**config.mk**
```make
export PLATFORM = sky130hd
export DESIGN_NAME = inst_mem_loader
export DESIGN_NICKNAME = d
export VERILOG_FILES = /design/src/rtl/inst_mem_loader_pkg.sv /design/src/rtl/inst_mem_loader_serializer.sv /design/src/rtl/inst_mem_loader.sv
export SDC_FILE = /design/constraint.sdc
export NUM_CORES = 1
export LEC_CHECK = 0
export ABC_AREA = 1
export CAP_MARGIN = 0
export CORE_ASPECT_RATIO = 0.9
export CORE_MARGIN = 2
export CORE_UTILIZATION = 50
export CTS_BUF_LIST = sky130_fd_sc_hd__clkbuf_2
export DETAILED_ROUTE_END_ITERATION = 10
export PLACE_DENSITY_LB_ADDON = 0.1
export SYNTH_ARGS = -nofsm -noshare
export SYNTH_HDL_FRONTEND = slang
export SYNTH_SLANG_ARGS = --single-unit
export TNS_END_PERCENT = 5
```
**constraint.sdc**
```tcl
create_clock -name clk -period 3.9 [get_ports clk]
set_input_delay 0.39 -clock clk [delete_from_list [all_inputs] [get_ports clk]]
set_output_delay 0.39 -clock clk [all_outputs]
set_load 0.01 [all_outputs]
```
**src/rtl/inst_mem_loader_pkg.sv**
```systemverilog
// Shared constants for the instruction memory loader and fetch path.
// Holds FSM state encodings and word/byte geometry.
package inst_mem_loader_pkg;

    localparam int BYTES_PER_WORD = 4;
    localparam int BIDX_W         = 2;

    localparam logic [BIDX_W-1:0] BIDX_LAST = BIDX_W'(BYTES_PER_WORD - 1);

    typedef enum logic [1:0] {
        S_IDLE   = 2'd0,
        S_ACCEPT = 2'd1,
        S_WRITE  = 2'd2,
        S_DONE   = 2'd3
    } state_e;

endpackage

```
**src/rtl/inst_mem_loader_serializer.sv**
```systemverilog
// word_byte_serializer: loads a 32-bit word, emits its bytes MSB-first.
// Ports: load/word in, adv steps one byte; byte/idx/last out (all from flops).
module word_byte_serializer
    import inst_mem_loader_pkg::*;
(
    input  logic              clk,
    input  logic              rst_n,
    input  logic              load_i,
    input  logic [31:0]       word_i,
    input  logic              adv_i,
    output logic [7:0]        byte_o,
    output logic [BIDX_W-1:0] idx_o,
    output logic              last_o
);

    logic [31:0]       word_q;
    logic [BIDX_W-1:0] idx_q;

    // Shift register: the current byte is always the top slice, so the
    // byte output comes straight from flops; zeros shift in behind it.
    always_ff @(posedge clk or negedge rst_n) begin
        if (!rst_n) begin
            word_q <= '0;
            idx_q  <= '0;
        end else if (load_i) begin
            word_q <= word_i;
            idx_q  <= '0;
        end else if (adv_i) begin
            word_q <= {word_q[23:0], 8'h00};
            idx_q  <= idx_q + BIDX_W'(1);
        end
    end

    assign byte_o = word_q[31:24];
    assign idx_o  = idx_q;
    assign last_o = (idx_q == BIDX_LAST);

endmodule

```
**src/rtl/inst_mem_loader.sv**
```systemverilog
// inst_mem_loader: turns a word stream into big-endian byte writes.
// Ports: start/startAddr, word handshake, mem write port, busy/done/err/wordCount.
module inst_mem_loader
    import inst_mem_loader_pkg::*;
#(
    parameter int ADDR_W    = 32,
    parameter int MEM_DEPTH = 256,
    parameter int CNT_W     = 16
) (
    input  logic              clk,
    input  logic              rst_n,
    input  logic              start,
    input  logic [ADDR_W-1:0] startAddr,
    input  logic              wordValid,
    input  logic [31:0]       wordData,
    input  logic              wordLast,
    output logic              wordReady,
    output logic              memWe,
    output logic [ADDR_W-1:0] memAddr,
    output logic [7:0]        memWData,
    output logic              busy,
    output logic              done,
    output logic              err,
    output logic [CNT_W-1:0]  wordCount
);

    localparam int AW1 = ADDR_W + 1;

    localparam logic [AW1-1:0] END_MAX = AW1'(MEM_DEPTH - 1);

    state_e              state_q;
    logic [ADDR_W-1:0]   addr_q;
    logic [ADDR_W-1:0]   maddr_q;
    logic [CNT_W-1:0]    cnt_q;
    logic                err_q;
    logic                done_q;
    logic                busy_q;
    logic                rdy_q;
    logic                we_q;
    logic                last_q;

    logic [AW1-1:0]      end_a_d;
    logic                oob_d;
    logic                ser_load_d;
    logic                ser_adv_d;
    logic [7:0]          ser_byte;
    logic [BIDX_W-1:0]   ser_idx;
    logic                ser_last;

    // One extra bit so a word near the top of the address space
    // cannot wrap to a small end address and pass the check.
    assign end_a_d = {1'b0, addr_q} + AW1'(BYTES_PER_WORD - 1);
    assign oob_d   = (end_a_d > END_MAX);

    assign ser_load_d = (state_q == S_ACCEPT) && wordValid && !oob_d;
    assign ser_adv_d  = (state_q == S_WRITE);

    word_byte_serializer u_ser (
        .clk    (clk),
        .rst_n  (rst_n),
        .load_i (ser_load_d),
        .word_i (wordData),
        .adv_i  (ser_adv_d),
        .byte_o (ser_byte),
        .idx_o  (ser_idx),
        .last_o (ser_last)
    );

    always_ff @(posedge clk or negedge rst_n) begin
        if (!rst_n) begin
            state_q <= S_IDLE;
            addr_q  <= '0;
            maddr_q <= '0;
            cnt_q   <= '0;
            err_q   <= 1'b0;
            done_q  <= 1'b0;
            busy_q  <= 1'b0;
            rdy_q   <= 1'b0;
            we_q    <= 1'b0;
            last_q  <= 1'b0;
        end else begin
            done_q <= 1'b0;
            unique case (state_q)
                S_IDLE: begin
                    if (start) begin
                        busy_q <= 1'b1;
                        if (startAddr[1:0] == 2'b00) begin
                            addr_q  <= startAddr;
                            cnt_q   <= '0;
                            err_q   <= 1'b0;
                            rdy_q   <= 1'b1;
                            state_q <= S_ACCEPT;
                        end else begin
                            err_q   <= 1'b1;
                            done_q  <= 1'b1;
                            state_q <= S_DONE;
                        end
                    end
                end
                S_ACCEPT: begin
                    if (wordValid) begin
                        rdy_q <= 1'b0;
                        if (oob_d) begin
                            err_q   <= 1'b1;
                            done_q  <= 1'b1;
                            state_q <= S_DONE;
                        end else begin
                            last_q  <= wordLast;
                            we_q    <= 1'b1;
                            maddr_q <= addr_q;
                            state_q <= S_WRITE;
                        end
                    end
                end
                S_WRITE: begin
                    if (ser_last) begin
                        we_q   <= 1'b0;
                        addr_q <= addr_q + ADDR_W'(BYTES_PER_WORD);
                        if (cnt_q != '1) begin
                            cnt_q <= cnt_q + CNT_W'(1);
                        end
                        if (last_q) begin
                            done_q  <= 1'b1;
                            state_q <= S_DONE;
                        end else begin
                            rdy_q   <= 1'b1;
                            state_q <= S_ACCEPT;
                        end
                    end else begin
                        maddr_q <= addr_q + ADDR_W'(ser_idx) + ADDR_W'(1);
                    end
                end
                S_DONE: begin
                    busy_q  <= 1'b0;
                    state_q <= S_IDLE;
                end
                default: begin
                    state_q <= S_IDLE;
                end
            endcase
        end
    end

    assign wordReady = rdy_q;
    assign memWe     = we_q;
    assign memAddr   = maddr_q;
    assign memWData  = ser_byte;
    assign busy      = busy_q;
    assign done      = done_q;
    assign err       = err_q;
    assign wordCount = cnt_q;

endmodule

```
* After elaboration in Yosys (flattened, before gate mapping) *
Cells that the tools add are included.

cells by class
  add/subtract/negate cells = 6
  equal/unequal tests = 14
  bitwise logic cells = 1
  multiplexer cells = 47
  reduce and logical (&&, ||, !) cells = 20
  order comparisons = 1

operators with widths
  kind                                                  count
  two-way mux 32 bit                                    8
  one-hot mux 32 bit (2 select lines)                   2
  two-way mux 16 bit                                    4
  adder 32 x 2 -> 33 bit (second input constant)        1
  > comparator 33 x 8 -> 1 bit (second input constant)  1
  adder 32 x 1 -> 32 bit (second input constant)        1
  adder 32 x 2 -> 32 bit                                1
  adder 32 x 3 -> 32 bit (second input constant)        1
  one-hot mux 16 bit (2 select lines)                   1
  two-way mux 1 bit                                     19
  adder 16 x 1 -> 16 bit (second input constant)        1
  != test 16 bit (second input constant)                1
  AND reduction 4 bit                                   4
  two-way mux 2 bit                                     7
  != test 2 bit (second input constant)                 7
  nonzero test 2 bit                                    5
  one-hot mux 2 bit (4 select lines)                    1
  == test 2 bit (second input constant)                 3
  one-hot mux 1 bit (2 select lines)                    3
  one-hot mux 1 bit (3 select lines)                    2
  AND reduction 3 bit                                   2
  AND reduction 6 bit                                   1
  AND reduction 5 bit                                   1
  logical NOT 2 bit                                     2
  other kinds (8)                                       10

storage, ports and cells
  input port bits = 69
  flip-flop bits (word level) = 122
  logic and storage cells = 101

* Logic depth before layout (Yosys ltp) *
Gate-level depths: netlist of run 1.

  depth in word-level cells = 5
  depth in mapped cells = 19

* Modules after synthesis *
Synthesis of run 1 repeated with hierarchy kept, for this count alone.

second synthesis, totals
  cells, all modules = 1064
  area, all modules = 7652.3 sq um

by module, submodules not included
  module                instances  cells each  area an instance (sq um)
  inst_mem_loader       1          881         6069.6
  word_byte_serializer  1          183         1582.8

* Worst setup path after synthesis of run 1 *
OpenSTA, ideal clock, no wires.

  path type = register to register
  from = register addr_q[1]
  to = register u_ser.idx_q[1], in the netlist u_ser.idx_o[1]
  setup slack = 1.498 ns
  arrival time = 2.283 ns
  stages on the path, launching flop included = 17
  path buffers = 2
  cells stage by stage = dfrtp_1 inv_1 ha_1 inv_1 nand2_1 nor2_1 nand3_1 inv_1 nand3_1 nand2_1 nand3_1 nor2_4 nand4_2 buf_6 buf_2 o211ai_1 inv_2

on the way
  longest elaborated chain between the ends = 5
  elaborated cells between the ends (all ways) = 6
  classes of those cells = add/sub (1); order compare (1); mux (1); reduce/logical (3)

ends and longest elaborated chain
  what                                                            RTL line                          text
  start: declaration                                              inst_mem_loader.sv:32             logic [ADDR_W-1:0] addr_q;
  start signal: assignment                                        inst_mem_loader.sv:88             addr_q <= startAddr;
  start signal: assignment                                        inst_mem_loader.sv:118            addr_q <= addr_q + ADDR_W'(BYTES_PER_WORD);
  adder 32 x 2 -> 33 bit *                                        inst_mem_loader.sv:52             assign end_a_d = {1'b0, addr_q} + AW1'(BYTES_PER_WORD - 1);
  > comparator 33 x 8 -> 1 bit *                                  inst_mem_loader.sv:53             assign oob_d = (end_a_d > END_MAX);
  logical NOT 1 bit *                                             inst_mem_loader.sv:55             assign ser_load_d = (state_q == S_ACCEPT) && wordValid && !oob_d;
  logical AND 1 bit *                                             inst_mem_loader.sv:55
  two-way mux 2 bit / nonzero test 2 bit (equally long branches)  --
  end signal: assignment                                          inst_mem_loader_serializer.sv:30  idx_q <= idx_q + BIDX_W'(1);
  end: declaration                                                inst_mem_loader_serializer.sv:17  logic [BIDX_W-1:0] idx_q;

Mark *: on every way between the ends. The rest lies on a longest branch, timed or not.
A chain may end at the register's enable or synchronous reset.

* Final worst setup path of run 1 *
  from = register addr_q[0]
  to = register u_ser.word_q[1]

on the way
  longest elaborated chain between the ends = 5
  elaborated cells between the ends (all ways) = 6
  classes of those cells = add/sub (1); order compare (1); mux (1); reduce/logical (3)

ends and longest elaborated chain
  what                                                             RTL line                          text
  adder 32 x 2 -> 33 bit *                                         inst_mem_loader.sv:52
  > comparator 33 x 8 -> 1 bit *                                   inst_mem_loader.sv:53
  logical NOT 1 bit *                                              inst_mem_loader.sv:55
  logical AND 1 bit *                                              inst_mem_loader.sv:55
  two-way mux 32 bit / nonzero test 2 bit (equally long branches)  --
  end signal: assignment                                           inst_mem_loader_serializer.sv:26  word_q <= word_i;
  end signal: assignment                                           inst_mem_loader_serializer.sv:29  word_q <= {word_q[23:0], 8'h00};
  end: declaration                                                 inst_mem_loader_serializer.sv:16  logic [31:0] word_q;

Marks and branches as above.

==> impl_metrics.json, run 1 <==
{
  "diodes": 0,
  "cp_common_cell": "nand2_1",
  "io_buffers": 129,
  "cts_root_buffer": "clkbuf_2",
  "wl_met1_um": 11000,
  "io_pins": 130,
  "antenna_found_initial": 0,
  "cts_tree": "yes",
  "status": "finished, final reports clean",
  "drt_wl_total_um": 24200,
  "r2r_start": "addr_q[0]",
  "top_layer": "met4",
  "fin_setup_tns_ps": 0,
  "fin_ws_ps": 687,
  "yosys_warnings": 0,
  "worst_hold_slack_ps": 169,
  "cts_buffers": 17,
  "wl_per_cell_um": 16.1,
  "clock-skew-final_ps": 31.2,
  "syn_avg_cell_area_um2": 6.76,
  "grt.overflow.total": 0,
  "arrival_ps": 3880,
  "yosys_register_bits": 122,
  "hold_end": "u_ser.word_q[6]",
  "grt_max_degree": 94,
  "slew_headroom_pct": 44.4,
  "drt_iter0_drc": 655,
  "cts_htree_levels": 4,
  "synthesis.area_mm2": 0.00800,
  "initial_core_util_pct": 51.5,
  "met2WireLength_um": 11100,
  "cts.sinks": 122,
  "clk_pin_slew_ps": 220,
  "synth_nets": 1260,
  "r2r_cells": 18,
  "rows": 43,
  "final_max_slew_viol_count": 0,
  "final_common_cell": "nand2_1",
  "ff2ff_setup_slack_ps": 690,
  "final.fill_count": 1530,
  "synthArstFlopShare_pct": 100,
  "min-delay-start": "wordData[6]",
  "power_density_mw_per_mm2": 640,
  "synthCells": 1183,
  "ir_drop_mv": 0.484,
  "design_area_mm2": 0.00966,
  "max_stage_delay_ps": 470,
  "drc_errors": 0,
  "rsz0062_at_grt": "false",
  "synth-seq-area-share_pct": 38.1,
  "dpl_cell_area_mm2": 0.00940,
  "period_minus_slack_ps": 3210,
  "preCtsSetupSlack_ps": 831,
  "crit_path_start_kind": "flop",
  "first_global_vias": 7331,
  "worst-setup-path-type": "flop to flop",
  "drive_gt1_share_pct": 7.30,
  "synth_edf_count": 0,
  "viasPerCell": 5.37,
  "wl_met3_um": 1380,
  "mostFrequentLayoutCells": "nand2_1, clkdlybuf4s50_1, dfrtp_1",
  "die_h_um": 124,
  "cp_slowest_cell": "dfrtp_1",
  "grtUsageTotal_pct": 29.5,
  "hold_path_class": "input port to flop",
  "ys_types": 41,
  "fin_crit_sh_pct": 82.4,
  "final_antenna_net_count": 0,
  "crit_path_end_kind": "flop",
  "drt_pass1_iterations": 6,
  "reg2reg_to": "u_ser.word_q[1]",
  "clk_latency_ps": 720,
  "p_leak_nw": 4.74,
  "hpwl_um": 17700,
  "ys.flop_type": "dfrtp_1",
  "routabilityCongestion": 0.989,
  "hold_path_depth": 3,
  "final_nets": 1366,
  "syn2layout_area_growth_pct": 20.7,
  "core_area_mm2": 0.0155,
  "required_ps": 4560,
  "max_freq_ghz": 0.311,
  "final-setup-viol-count": 0,
  "final_hold_viol_count": 0,
  "crit_fanout": 93,
  "vias": 8078,
  "worst_pin_slew_ps": 835,
  "die_area_mm2": 0.0170,
  "power_mw": 6.19,
  "crit_chain": "inv_1 -> ha_1 -> inv_1 -> nand2_1 -> nor2_1 -> nand3_1 -> nand2_1 -> nand2_1 -> clkinv_1 -> nand2_1 -> nor2_1 -> nand2_1 -> nor2_2 -> nand4_4 -> buf_12 -> inv_2 -> nand2_1 -> nand2_1",
  "clockBufferDepth": 2,
  "grt_pass1_wl_um": 38500,
  "die_w_um": 137,
  "max-cap-violations": 0
}
-- what timing repair did --
action                     4_1_cts  5_1_grt
buffers inserted                 0        0
setup endpoints to repair        0        0
resized for setup                0        0
hold buffers                     1        0
hold endpoints to repair        65        0
-- registers in the layout, summed over array words and instances, names as in the netlist --
name	flops
err	1
u_ser.idx_o	2
memAddr	32
wordReady	1
addr_q	32
wordCount	16
done	1
memWe	1
busy	1
last_q	1
u_ser.word_q	32
state_q	2
-- worst max-delay path by stage --
stage	from	end	slack [ps]	cells past startpoint
finish	addr_q[0]	u_ser.word_q[1]	690	18
global route	addr_q[1]	memAddr[12]	420	18
CTS	addr_q[1]	memAddr[12]	810	18
detailed placement	addr_q[1]	memAddr[1]	830	18
global placement	addr_q[1]	u_ser.word_q[3]	810	18
floorplan	addr_q[1]	u_ser.idx_o[1]	1500	16
-- power by group --
part	internal [mW]	switching [mW]	leakage, nW
registers	1.68	0.506	1.56
logic	1.20	1.94	3.03
clock network	0.308	0.551	0.148
total	3.19	3.00	4.74
-- layer usage --
metal	up-vias	track usage [%]
li1	3985	-
met1	3790	41.1
met2	264	46.3
met3	39	4.80
met4	0	11.5
met5	-	0
-- through the flow --
step,cells,utilization [%]
after global placement,1471,60.4
after floorplan,1183,-
after detailed placement,1471,60.4
final,1504,62.1
after CTS,1504,62.1
after global routing,1504,62.1
-- cell type report --
class,count,area [µm²],share of cell area (%)
Clock buffer,17,85.1,0.881
Tap cell,202,253,2.62
Clock inverter,15,166,1.72
Inverter,135,507,5.25
Sequential cell,122,3050,31.6
Multi-Input combinational cell,870,4190,43.3
Timing Repair Buffer,143,1410,14.6
-- worst max-delay path, delay by kind of cell, from the launching register on --
kind          cells  cell delay [ps]
fa+ha+maj         1              290
buf+inv           5              770
flops             1              470
simple gates     12             1580
-- logic make-up after synthesis --
kind of cell / synth area share (%)
mux: 0.141
compound gates: 8.97
simple gates: 37.0
xor+xnor: 4.60
flops: 38.1
buf+inv: 9.79
fa+ha+maj: 1.34
-- cells in the mapped netlist (2+ instances only) --
library cell  instances  area [µm²]
buf_4                 8        60.1
a31oi_1               2        12.5
a22oi_1               4        30.0
inv_1               120         450
clkinv_1              2        7.51
clkbuf_1             24        90.1
buf_6                 2        22.5
o221ai_1              4        35.0
dfrtp_1             122        3050
nand2_1             400        1500
ha_1                  7        87.6
nor2_1              114         428
a21oi_1              22         110
buf_2                17        85.1
nand2_2               3        18.8
nand4_2               2        25.0
nor3_1               12        60.1
nor2_4                6        67.6
o21ai_0              64         320
o21ai_1               2        10.0
nor2_2               18         113
a211oi_1              3        22.5
nand3_1             102         510
buf_1                 5        18.8
o221a_2               2        22.5
o22ai_1              12        75.1
o211ai_1              2        15.0
inv_2                13        48.8
xor2_1               41         359
nand4_1              37         231
Power figures use the tool's default switching activity.
==> inputs of run 2 (changes only) <==
==> constraint.sdc (replaced) <==
create_clock -name clk -period 3.04 [get_ports clk]
set_input_delay 0.304 -clock clk [delete_from_list [all_inputs] [get_ports clk]]
set_output_delay 0.304 -clock clk [all_outputs]
set_load 0.01 [all_outputs]
==> run 2 against run 1 <==
Global-route usage grew 0.52 points. Clock power increased by 35%. Via count grew 1.1%. Hold slack worse by 87 ps. Routed wire length is 3.0% higher. Clock-buffer cell count rose by 1. Cell count rose by 0.93%. Setup slack got worse by 490 ps. Non-clock buffer count is 14 higher. Sequential cell count is the same. Utilization is 1.2 points higher. Register-to-register slack got worse by 490 ps.
==> impl_metrics.json, run 2 (same netlist as run 1, synthesis figures left out) <==
{
  "worst_pin_slew_ps": 552,
  "crit_path_start_kind": "flop",
  "final_common_cell": "nand2_1",
  "die_area_mm2": 0.0170,
  "cp_slowest_cell": "dfrtp_1",
  "wl_per_cell_um": 16.4,
  "clk_latency_ps": 740,
  "cts_htree_levels": 4,
  "p_comb_share_pct": 51.9,
  "clk_pin_slew_ps": 210,
  "crit_end": "memAddr[21]",
  "max_stage_delay_ps": 440,
  "max-cap-violations": 0,
  "diodes": 0,
  "crit_chain": "inv_1 -> ha_1 -> inv_1 -> nand2_1 -> nor2_4 -> nand3_2 -> nand2_1 -> nand2_1 -> clkinv_1 -> nand2_1 -> nor2_1 -> nand2_1 -> nor2_2 -> nand4_4 -> nand2_1 -> buf_12 -> nand2_1 -> nand2_1",
  "vias": 8170,
  "rows": 43,
  "cts_root_buffer": "clkbuf_2",
  "final-setup-viol-count": 0,
  "syn2layout_area_growth_pct": 23.1,
  "utilization_pct": 63.4,
  "fin_ws_ps": 201,
  "intPower_mw": 4.25,
  "reg2reg_to": "memAddr[21]",
  "final_antenna_net_count": 0,
  "antenna_found_initial": 0,
  "clock-skew-final_ps": 56.3,
  "arrival_ps": 3490,
  "dpl_cell_area_mm2": 0.00953,
  "cts_buffers": 17,
  "hold_path_class": "input port to flop",
  "initial_core_util_pct": 51.5,
  "io_pins": 130,
  "required_ps": 3690,
  "p_leak_nw": 4.83,
  "ir_drop_mv": 0.588,
  "cts_tree": "yes",
  "cp_common_cell": "nand2_1",
  "grt_max_degree": 95,
  "cts.sinks": 122,
  "final_max_slew_viol_count": 0,
  "drt_wl_total_um": 24900,
  "crit_path_start": "addr_q[0]",
  "core_area_mm2": 0.0155,
  "status": "finished, final reports clean",
  "design_area_mm2": 0.00985,
  "final_nets": 1380,
  "viasPerCell": 5.38,
  "period_minus_slack_ps": 2840,
  "mostFrequentLayoutCells": "nand2_1, clkdlybuf4s50_1, inv_1, dfrtp_1, nor2_1",
  "power_density_mw_per_mm2": 826,
  "worst-setup-path-type": "flop to flop",
  "swShare_pct": 47.8,
  "max_freq_ghz": 0.352,
  "final.fill_count": 1512,
  "grt.overflow.total": 0,
  "routabilityCongestion": 1.06,
  "drive_gt1_share_pct": 8.43,
  "crit_fanout": 32,
  "r2r_cells": 18,
  "hpwl_um": 18500,
  "drt_pass1_iterations": 6,
  "io_buffers": 129,
  "drc_errors": 0,
  "ff2ff_setup_slack_ps": 200,
  "slew_headroom_pct": 63.2,
  "grt_pass1_wl_um": 38800,
  "drt_iter0_drc": 713,
  "grtUsageTotal_pct": 30.1,
  "final_hold_viol_count": 0,
  "die_h_um": 124,
  "fin_crit_sh_pct": 93.4,
  "switching_power_mw": 3.89,
  "power_frac_clock_pct": 14.3,
  "clockBufferDepth": 2,
  "crit_path_end_kind": "flop",
  "preCtsSetupSlack_ps": 95.3,
  "seq_power_share_pct": 33.8,
  "r2r_start": "addr_q[0]",
  "first_global_vias": 7279,
  "die_w_um": 137
}
==> run 2: cell types whose count changed in the layout (fill, tap and decap cells not counted), sizes merged <==
cell         previous run  this run
buf                    14        26
dlygate4sd3             1         3
bufinv                  2         3
clkbuf                 17        18
clkinvlp                2         1
inv                   138       137
==> run 2: critical path, delay by kind of cell (launching register included) <==
| kind | cells | cell delay [ps] |
|---|---|---|
| flip-flops | 1 | 440 |
| AND/OR/NAND/NOR | 13 | 1540 |
| buffers and inverters | 4 | 490 |
| adder cells (fa/ha/maj) | 1 | 270 |
==> run 2: metal layers <==
layer  wire (µm)  track usage (%)  share of wire, %  up-vias
li1            -                -                 -     4022
met1       11300             42.9                45     3806
met2       11400             47.0                46      309
met3        1650             5.05               6.6       33
met4         539             8.96               2.2        0
met5           0                0                 0        -
==> run 2: stage by stage <==
stage | power (mW) | TNS, ps | instances | hold WS, ps
finish | 8.14 | 0 | 1518 | 81.7
global route | 8.77 | -3.16 | 1518 | 19.1
CTS | 8.13 | 0 | 1517 | 46.7
detailed placement | 6.95 | 0 | 1482 | 273
global placement | 6.91 | 0 | 1482 | 271
floorplan | 5.15 | 0 | 1183 | 8.41
==> run 2: area by class of cell <==
class                           instances  area, µm²  share of cell area [%]
Tap cell                              202        253                    2.56
Timing Repair Buffer                  157       1570                    15.9
Clock buffer                           18       90.1                   0.914
Clock inverter                         14        169                    1.71
Sequential cell                       122       3060                    31.0
Inverter                              135        507                    5.14
Multi-Input combinational cell        870       4210                    42.7
==> run 2: repair_timing <==
action	4_1_cts	5_1_grt
gates resized for setup	0	9
endpoints found under the setup margin	0	70
hold buffers	3	0
hold endpoints to repair	106	0
buffers inserted	0	1
==> run 2: power groups by stage <==
stage,Combinational [mW],Sequential [mW],Clock [mW]
finish,4.23,2.75,1.16
global route,4.69,2.82,1.25
CTS,4.21,2.74,1.17
detailed placement,4.19,2.76,0
global placement,4.14,2.78,0
floorplan,2.44,2.71,0
==> run 2: worst min path at each step <==
stage,start,endpoint,slack (ps),cells after the start
floorplan,rst_n,addr_q[0],8,0
global placement,rst_n,addr_q[22],270,1
detailed placement,rst_n,addr_q[12],270,1
CTS,wordData[4],u_ser.word_q[4],50,3
global route,wordData[1],u_ser.word_q[1],20,3
finish,wordData[4],u_ser.word_q[4],80,3
==> inputs of run 3 (changes only) <==
--- a/config.mk
+++ b/config.mk
@@ -7,7 +7,7 @@
 export LEC_CHECK = 0
 export ABC_AREA = 1
 export CAP_MARGIN = 0
-export CORE_ASPECT_RATIO = 0.9
+export CORE_ASPECT_RATIO = 1.75
 export CORE_MARGIN = 2
 export CORE_UTILIZATION = 50
 export CTS_BUF_LIST = sky130_fd_sc_hd__clkbuf_2
==> run 3 against run 2 <==
Clock-buffer cell count stayed put. Sequential power barely moved. Clock skew down 3.9 ps. Utilization down 0.63 points. Routed wire length is 1.8% higher. Setup slack improved by 32 ps. Maximum frequency rose by 1.1%. Combinational power fell by 2%. Sequential cell count stayed put. First-iteration DRC count shrank 38%. Global-route usage grew 0.30 points. Critical endpoint is now memAddr[5].
==> impl_metrics.json, run 3 (same netlist as run 1, synthesis figures left out) <==
{
  "p_leak_nw": 4.89,
  "worst_hold_slack_ps": 120,
  "drc_errors": 0,
  "drt_wl_total_um": 25400,
  "max_freq_ghz": 0.356,
  "final_max_slew_viol_count": 0,
  "vias": 8087,
  "final_hold_viol_count": 0,
  "ir_drop_mv": 0.435,
  "antenna_found_initial": 1,
  "fin_crit_sh_pct": 92.3,
  "rows": 61,
  "worst_pin_slew_ps": 717,
  "grt_pass1_wl_um": 40100,
  "final-setup-viol-count": 0,
  "grt.overflow.total": 0,
  "syn2layout_area_growth_pct": 23.9,
  "drt_iter0_drc": 444,
  "cts_htree_levels": 4,
  "final_nets": 1394,
  "viasPerCell": 5.32,
  "clk_pin_slew_ps": 210,
  "hpwl_um": 19300,
  "clock-skew-final_ps": 52.5,
  "io_buffers": 129,
  "crit_path_start_kind": "flop",
  "slew_headroom_pct": 52.2,
  "cts_tree": "yes",
  "die_h_um": 171,
  "mostFrequentLayoutCells": "nand2_1, clkdlybuf4s50_1, dfrtp_1",
  "design_area_mm2": 0.00991,
  "first_global_vias": 7824,
  "max-cap-violations": 0,
  "crit_path_end_kind": "flop",
  "cts_root_buffer": "clkbuf_2",
  "routabilityCongestion": 0.999,
  "wl_per_cell_um": 16.7,
  "core_area_mm2": 0.0158,
  "ff2ff_setup_slack_ps": 230,
  "initial_core_util_pct": 50.7,
  "cts.sinks": 122,
  "power_density_mw_per_mm2": 816,
  "cts_buffers": 17,
  "status": "finished, final reports clean",
  "die_w_um": 99.6,
  "clk_latency_ps": 720,
  "drt_pass1_iterations": 5,
  "arrival_ps": 3430,
  "clockBufferDepth": 2,
  "drive_gt1_share_pct": 9.47,
  "period_minus_slack_ps": 2810,
  "grt_max_degree": 55,
  "io_pins": 130,
  "worst-setup-path-type": "flop to flop",
  "required_ps": 3660,
  "die_area_mm2": 0.0171,
  "hold_path_class": "input port to flop",
  "dpl_cell_area_mm2": 0.00964,
  "grtUsageTotal_pct": 30.4,
  "crit_fanout": 23,
  "final_common_cell": "nand2_1",
  "final_antenna_net_count": 0
}
-- run 3: cell types whose count changed in the layout (fill, tap and decap cells not counted), moves of 2 or more --
cell / delta
buf_4: +16
clkinvlp_4: +4
nor2_2: +4
clkinv_2: -3
nor2_4: -3
clkinv_4: -2
dfrtp_1: +2
dfrtp_2: -2
dlygate4sd3_1: -2
inv_6: +2
-- run 3: area by class of cell --
type | count | area [µm²]
fill | 1547 | 5890
multi-input combinational | 870 | 4190
sequential | 122 | 3050
timing repair buffer | 171 | 1670
inverter | 135 | 507
tap | 189 | 236
clock inverter | 14 | 161
clock buffer | 18 | 90.1
antenna | 1 | 2.50
-- run 3: power breakdown --
group          switching (mW)  leakage [nW]  internal (mW)
clock network           0.761         0.137          0.400
logic                    2.51          3.19           1.64
registers               0.621          1.56           2.15
-- run 3: through the flow --
step           util (%)  setup TNS, ps  setup WS (ps)  power [mW]  cells
2_1_floorplan         -              0            638        5.15   1183
4_1_cts            62.7              0            179        8.08   1518
6_report           62.7              0            233        8.09   1520
3_3_place_gp       61.0              0            306        6.89   1485
3_5_place_dp       61.0              0            211        6.93   1485
5_1_grt            62.7          -12.9          -12.9        8.70   1520
-- run 3: layer usage --
metal	vias up	GRT usage (%)	share of wire, %
met5	-	0	0
met2	205	56.6	54
met4	0	16.4	5.4
met3	60	3.21	2.8
met1	3778	33.2	38
li1	4044	-	-
-- run 3: worst max-delay path, stage by stage, from the launching register on --
cell and delay, ps:
dfrtp_1 550, nand2_1 170, nor2_2 260, nand2_1 220
nor2_4 220, nand2_1 70, nand2_1 70, nand2_1 50
nor2_1 130, nand2_1 90, nor2_1 220, nand4_4 180
nand2_1 200, buf_12 190, nand2_1 70, nand2_1 60
-- run 3: worst paths after layout --
path / depth (start not counted) / endpoint / start
max in group asynchronous: 3 / addr_q[0] / rst_n
max: 15 / memAddr[5] / addr_q[8]
min in group asynchronous: 2 / wordCount[8] / rst_n
min: 3 / u_ser.word_q[2] / wordData[2]
min reg2reg: 1 / wordCount[15] / wordCount[15]
max reg2reg: 15 / memAddr[5] / addr_q[8]
-- run 3: timing repair --
item	4_1_cts	5_1_grt
setup endpoints to repair	0	67
endpoints found under the hold margin	52	0
hold buffers	1	0
gates resized for setup	0	3
buffers inserted	0	1
